[config.mk]
export PLATFORM = sky130hd
export DESIGN_NAME = nco_out_serializer
export DESIGN_NICKNAME = d
export VERILOG_FILES = /design/src/rtl/nco_io_pkg.sv /design/src/rtl/nco_skid1.sv /design/src/rtl/nco_out_serializer.sv
export SDC_FILE = /design/constraint.sdc
export NUM_CORES = 1
export LEC_CHECK = 0
export BUFFER_PORTS_ARGS = -buffer_cell sky130_fd_sc_hd__buf_2
export CAP_MARGIN = 15
export CELL_PAD_IN_SITES_DETAIL_PLACEMENT = 1
export CELL_PAD_IN_SITES_GLOBAL_PLACEMENT = 1
export CORE_ASPECT_RATIO = 0.6
export CORE_UTILIZATION = 25
export DETAILED_ROUTE_END_ITERATION = 10
export PLACE_DENSITY_LB_ADDON = 0.1
export SLEW_MARGIN = 25
export SYNTH_ARGS = -nofsm -noshare
export SYNTH_HDL_FRONTEND = slang
export SYNTH_SLANG_ARGS = --single-unit
[constraint.sdc]
create_clock -name clk -period 4.75 [get_ports clk]
set_input_delay 0.95 -clock clk [delete_from_list [all_inputs] [get_ports clk]]
set_output_delay 0.95 -clock clk [all_outputs]
set_load 0.005 [all_outputs]
[src/rtl/nco_io_pkg.sv]
// Shared definitions for the NCO output serializer.
// Holds the sample/chunk geometry, the frame FSM state encoding, the
// sample record carried through the shadow and active registers, and a
// helper that selects one chunk of a sample.
package nco_io_pkg;

  localparam int DATA_W    = 12;
  localparam int CHUNK_W   = 2;
  localparam int NCHUNK    = DATA_W / CHUNK_W;
  localparam int CNT_W     = $clog2(NCHUNK);
  // START + NCHUNK shift cycles + TAIL
  localparam int FRAME_LEN = 8;

  typedef enum logic [2:0] {
    IDLE,
    START,
    SHIFT,
    TAIL,
    GAPW
  } state_t;

  typedef struct packed {
    logic [DATA_W-1:0] x;
    logic [DATA_W-1:0] y;
    logic              inv;
  } sample_t;

  // Chunk k of a sample, LSB chunk is k = 0.
  function automatic logic [CHUNK_W-1:0] chunk_of(input logic [DATA_W-1:0] d,
                                                  input logic [CNT_W-1:0]  k);
    return d[k*CHUNK_W +: CHUNK_W];
  endfunction

endpackage

[src/rtl/nco_skid1.sv]
// One-entry shadow buffer in front of the serializer's active register.
// Ports:
//   clk, rst        clock, asynchronous active-high reset
//   i_valid/o_ready upstream handshake; o_ready is high when empty or when
//                   the entry is being popped on this edge
//   i_data          sample offered upstream
//   i_pop           consumer moves the entry out on this edge (only when full)
//   o_full/o_data   entry occupancy and contents
module nco_skid1
  import nco_io_pkg::*;
(
  input  logic    clk,
  input  logic    rst,
  input  logic    i_valid,
  output logic    o_ready,
  input  sample_t i_data,
  input  logic    i_pop,
  output logic    o_full,
  output sample_t o_data
);

  logic    r_full;
  sample_t r_data;
  logic    w_push;

  // Pop and push on the same edge is allowed: the slot is refilled as it drains.
  assign o_ready = !r_full || i_pop;
  assign w_push  = i_valid && o_ready;

  // NOTE: state registers use non-blocking assignments so every flop samples
  // pre-edge values regardless of process ordering.
  always_ff @(posedge clk or posedge rst) begin
    if (rst) begin
      r_full <= 1'b0;
      // NOTE: the data word is reset as well; it is small, and a defined value
      // keeps a stale sample from ever reaching the outputs after reset.
      r_data <= '0;
    end else begin
      if (w_push) r_data <= i_data;
      r_full <= w_push || (r_full && !i_pop);
    end
  end

  assign o_full = r_full;
  assign o_data = r_data;

endmodule

[src/rtl/nco_out_serializer.sv]
// NCO output serializer: takes one X/Y sample pair plus invert-sign flag per
// handshake and sends it as a frame: one Rdy strobe cycle, NCHUNK cycles of
// CHUNK_W-bit X/Y chunks (LSB chunk first), one TAIL cycle, then GAP idle cycles.
// Ports:
//   clk, rst              clock, asynchronous active-high reset
//   in_valid/in_ready     sample handshake (in_ready is combinational)
//   in_x, in_y, in_inv    sample pair and invert-sign request
//   Rdy                   one-cycle frame-start strobe
//   Xout, Yout            current X/Y chunk, zero outside SHIFT
//   ISout                 invert-sign flag of the current frame
//   busy                  a frame is in progress
// All outputs except in_ready are flops loaded from next-state values.
module nco_out_serializer
  import nco_io_pkg::*;
#(
  parameter int GAP = 0
) (
  input  logic               clk,
  input  logic               rst,
  input  logic               in_valid,
  output logic               in_ready,
  input  logic [DATA_W-1:0]  in_x,
  input  logic [DATA_W-1:0]  in_y,
  input  logic               in_inv,
  output logic               Rdy,
  output logic [CHUNK_W-1:0] Xout,
  output logic [CHUNK_W-1:0] Yout,
  output logic               ISout,
  output logic               busy
);

  localparam int                GW        = (GAP > 1) ? $clog2(GAP) : 1;
  localparam logic [GW-1:0]     GAP_LAST  = (GAP > 0) ? GW'(GAP - 1) : '0;
  localparam logic [CNT_W-1:0]  CNT_LAST  = CNT_W'(NCHUNK - 1);

  state_t           r_state, w_state_nxt;
  logic [CNT_W-1:0] r_cnt, w_cnt_nxt;
  logic [GW-1:0]    r_gap, w_gap_nxt;
  sample_t          r_act;
  sample_t          w_in_data, w_shadow;
  logic             w_shadow_full, w_launch;

  assign w_in_data = '{x: in_x, y: in_y, inv: in_inv};

  nco_skid1 u_skid (
    .clk     (clk),
    .rst     (rst),
    .i_valid (in_valid),
    .o_ready (in_ready),
    .i_data  (w_in_data),
    .i_pop   (w_launch),
    .o_full  (w_shadow_full),
    .o_data  (w_shadow)
  );

  // NOTE: every signal written here gets a default first, so no path through
  // the case leaves one unassigned and no latch is inferred.
  always_comb begin
    w_state_nxt = r_state;
    w_cnt_nxt   = r_cnt;
    w_gap_nxt   = r_gap;
    w_launch    = 1'b0;

    case (r_state)
      IDLE:  w_launch = w_shadow_full;
      START: w_state_nxt = SHIFT;
      SHIFT: begin
        if (r_cnt == CNT_LAST) w_state_nxt = TAIL;
        else                   w_cnt_nxt   = r_cnt + 1'b1;
      end
      TAIL: begin
        if (GAP == 0) begin
          w_state_nxt = IDLE;
          w_launch    = w_shadow_full;
        end else begin
          w_state_nxt = GAPW;
          w_gap_nxt   = '0;
        end
      end
      GAPW: begin
        if (r_gap == GAP_LAST) begin
          w_state_nxt = IDLE;
          w_launch    = w_shadow_full;
        end else begin
          w_gap_nxt = r_gap + 1'b1;
        end
      end
      default: w_state_nxt = IDLE;
    endcase

    // Launch overrides the fall-back to IDLE and restarts the chunk counter.
    if (w_launch) begin
      w_state_nxt = START;
      w_cnt_nxt   = '0;
    end
  end

  always_ff @(posedge clk or posedge rst) begin
    if (rst) begin
      r_state <= IDLE;
      r_cnt   <= '0;
      r_gap   <= '0;
      r_act   <= '0;
      Rdy     <= 1'b0;
      Xout    <= '0;
      Yout    <= '0;
      ISout   <= 1'b0;
      busy    <= 1'b0;
    end else begin
      r_state <= w_state_nxt;
      r_cnt   <= w_cnt_nxt;
      r_gap   <= w_gap_nxt;
      if (w_launch) begin
        r_act <= w_shadow;
        ISout <= w_shadow.inv;
      end
      Rdy  <= (w_state_nxt == START);
      busy <= (w_state_nxt != IDLE);
      // The active register is stable during SHIFT, so the chunk for the next
      // cycle can be selected with the next counter value.
      if (w_state_nxt == SHIFT) begin
        Xout <= chunk_of(r_act.x, w_cnt_nxt);
        Yout <= chunk_of(r_act.y, w_cnt_nxt);
      end else begin
        Xout <= '0;
        Yout <= '0;
      end
    end
  end

endmodule

==> results.sh <==
export IMPL_die_area_mm2=0.0117
export IMPL_synth_cell_area_mm2=0.00282
export IMPL_ctsHtreeMaxLevel=3
export IMPL_start_util_pct=26.2
export IMPL_regArea_mm2=0.00158
export IMPL_yosysSeqAreaShare_pct=55.9
export IMPL_drive_above_1_share_pct=30.5
export IMPL_synth_commonest_cells="nand2_1, dfrtp_1, mux2_4"
export IMPL_portBuffers=35
export IMPL_critPathKind="flop to output pin"
export IMPL_clockBufferDepth=2
export IMPL_worstHoldPathType="flop to flop"
export IMPL_cts_hold_buf=0
export IMPL_rsz0062_at_grt="false"
export IMPL_synthTopCellsByArea="dfrtp_1, mux2_4, nand2_1"
export IMPL_tritoncts="built"
export IMPL_cts_resized_gates=0
export IMPL_cts_buffers=9
export IMPL_setup_tns_ns=0
export IMPL_grt_total_usage_pct=12.2
export IMPL_arrival_ns=1.95
export IMPL_drcViolationCount=4
export IMPL_cp_required_ns=3.80
export IMPL_wire_per_inst_um=15.2
export IMPL_stdcell_count=424
export IMPL_drv_cap=0
export IMPL_worstPathMaxFanout=28
export IMPL_synth_enable_flop_cells=0
export IMPL_synth_most_common_cell="nand2_1"
export IMPL_grt_max_degree=42
export IMPL_setup_viol_count_final=0
export IMPL_insertion_delay_ns=0.32
export IMPL_fin_crit_ns=2.90
export IMPL_coreArea_mm2=0.0108
export IMPL_cts_sinks=63
export IMPL_p_per_area_mw_per_mm2=739
export IMPL_grt_pass1_vias=1918
export IMPL_synth_seq_cells=63
export IMPL_p_leak_uw=0.00167
export IMPL_fmax_mhz=345
export IMPL_violations="DRC"
export IMPL_fillCellCount=1204
export IMPL_clock_skew_ns=0.00333
export IMPL_row_count=29
export IMPL_grt_pass1_wl_um=10800
export IMPL_multi_input_area_mm2=0.00116
export IMPL_synth_area_leader_cell="dfrtp_1"
export IMPL_die_w_um=139
export IMPL_final_nets=310
export IMPL_antenna_cells=0
export IMPL_place_gp_congestion=0.713
export IMPL_path_clk_slew_ns=0.05
export IMPL_wl_um=6440
export IMPL_postPlaceCellArea_mm2=0.00311
export IMPL_final_max_slew_viol_count=0
export IMPL_cts_root_buf="clkbuf_16"
export IMPL_synthFlopType="dfrtp_1"
export IMPL_vias=1818
export IMPL_antenna_found_initial=0
export IMPL_ir_drop_v=0.000197
export IMPL_postCtsSetupBuffers=0
export IMPL_max_slew_margin_pct=38.6
export IMPL_synthDistinctLibCells=43
export IMPL_grt_overflow_total=0
export IMPL_ant_nets=0
export IMPL_yosys_area_top_type_share_pct=55.9
export IMPL_critPathLaunchType="flop"
export IMPL_area_growth_pct=21.4
export IMPL_worst_pin_slew_ns=0.917
export IMPL_synthCells=242
export IMPL_hold_viol=0
export IMPL_die_h_um=84.3
export IMPL_outcome="complete, but fails checks"
export IMPL_design_area_mm2=0.00342
export IMPL_first_pass_iters=9
export IMPL_post_route_period_util_pct=61.0
export IMPL_syn_mean_instance_area_um2=11.6
export IMPL_vias_per_cell=4.29
export IMPL_cp_end_kind="output pin"
export IMPL_dp_hpwl_um=4300
export IMPL_placedCellCount=408
export IMPL_drtIter0Drc=89
export IMPL_io_pins=36
export IMPL_mappedNetlistNets=272
export IMPL_ys_warn_count=0
export IMPL_async_reset_ff_share_pct=100
layout make-up:
| class | instances | area share, % |
|---|---|---|
| Clock inverter | 3 | 1.17 |
| Timing Repair Buffer | 36 | 5.34 |
| Sequential cell | 63 | 46.1 |
| Clock buffer | 13 | 7.90 |
| Tap cell | 139 | 5.08 |
| Inverter | 6 | 0.658 |
| Multi-Input combinational cell | 164 | 33.8 |
cell families (layout without fill, tap and decap cells):
logic type                 after synthesis  count (layout)  synth area share [%]
muxes                                   33              33                  15.9
DFF                                     63              63                  55.9
buffers and inverters                   15              58                  3.06
and+or+nand+nor                        103             103                  17.0
AOI/OAI and AO/OA                       25              25                  7.06
adders and majority gates                2               2                 0.888
other                                    1               1                 0.133
metrics by stage:
stage | util [%] | setup WS, ns | hold WS, ns | total power (uW)
after detailed placement | 28.9 | 1.87 | 0.453 | 1890
after global placement | 28.9 | 1.99 | 0.456 | 1880
after floorplan | - | 2.23 | 0.435 | 1650
final | 31.8 | 1.85 | 0.468 | 2530
after global routing | 31.8 | 1.68 | 0.488 | 2730
after CTS | 31.8 | 1.77 | 0.467 | 2590
path summary, 6_finish.rpt:
path | endpoint | slack (ns) | from | cells past startpoint
worst max register to register | Yout[0] | 1.96 | r_state[1] | 6
min in group asynchronous | u_skid.o_data[0] | 0.81 | rst | 2
worst min-delay path | ISout | 0.47 | u_skid.o_data[0] | 2
max in group asynchronous | u_skid.o_data[7] | 3.07 | rst | 3
worst min register to register | ISout | 0.47 | u_skid.o_data[0] | 2
worst max-delay path | in_ready | 1.85 | r_state[1] | 4
sequential cells by signal (all words and copies together), names as in the netlist:
name and flops:
Rdy 1, u_skid.o_full 1, r_cnt 3, ISout 1, u_skid.o_data 25, Xout 2
busy 1, Yout 2, r_act 24, r_state 3
critical path, stage by stage (launching register included):
cell      delay (ns)
dfrtp_1         0.45
nor2b_4         0.19
o211ai_4        0.73
nand2_4         0.09
buf_2           0.16
routing by layer:
layer / vias to the layer above / routed length (um) / GRT usage [%]
li1: 895 / - / -
met1: 884 / 3670 / 18.7
met2: 35 / 2450 / 15.1
met3: 4 / 282 / 4.51
met4: 0 / 37 / 4.24
met5: - / 0 / 0
layout by cell type, fill, tap and decap left out, types with 4 or more instances in the layout:
master | netlist | final
mux2i_1 | 7 | 7
mux2_4 | 20 | 20
o32ai_1 | 4 | 4
and2_1 | 4 | 4
inv_1 | 5 | 4
clkbuf_16 | 0 | 9
buf_2 | 3 | 35
nand2_1 | 79 | 79
nand2b_1 | 5 | 5
a21oi_1 | 5 | 5
dfrtp_1 | 63 | 63
mux2_2 | 5 | 5
where the power goes:
group	total (uW)	switching (uW)	internal (uW)	leakage (uW)
combinational	883	469	414	0.000747
clock	676	229	447	0.000156
sequential	972	170	801	0.000765
total	2530	868	1660	0.00167
No activity file was read; power rests on OpenSTA's default activity.
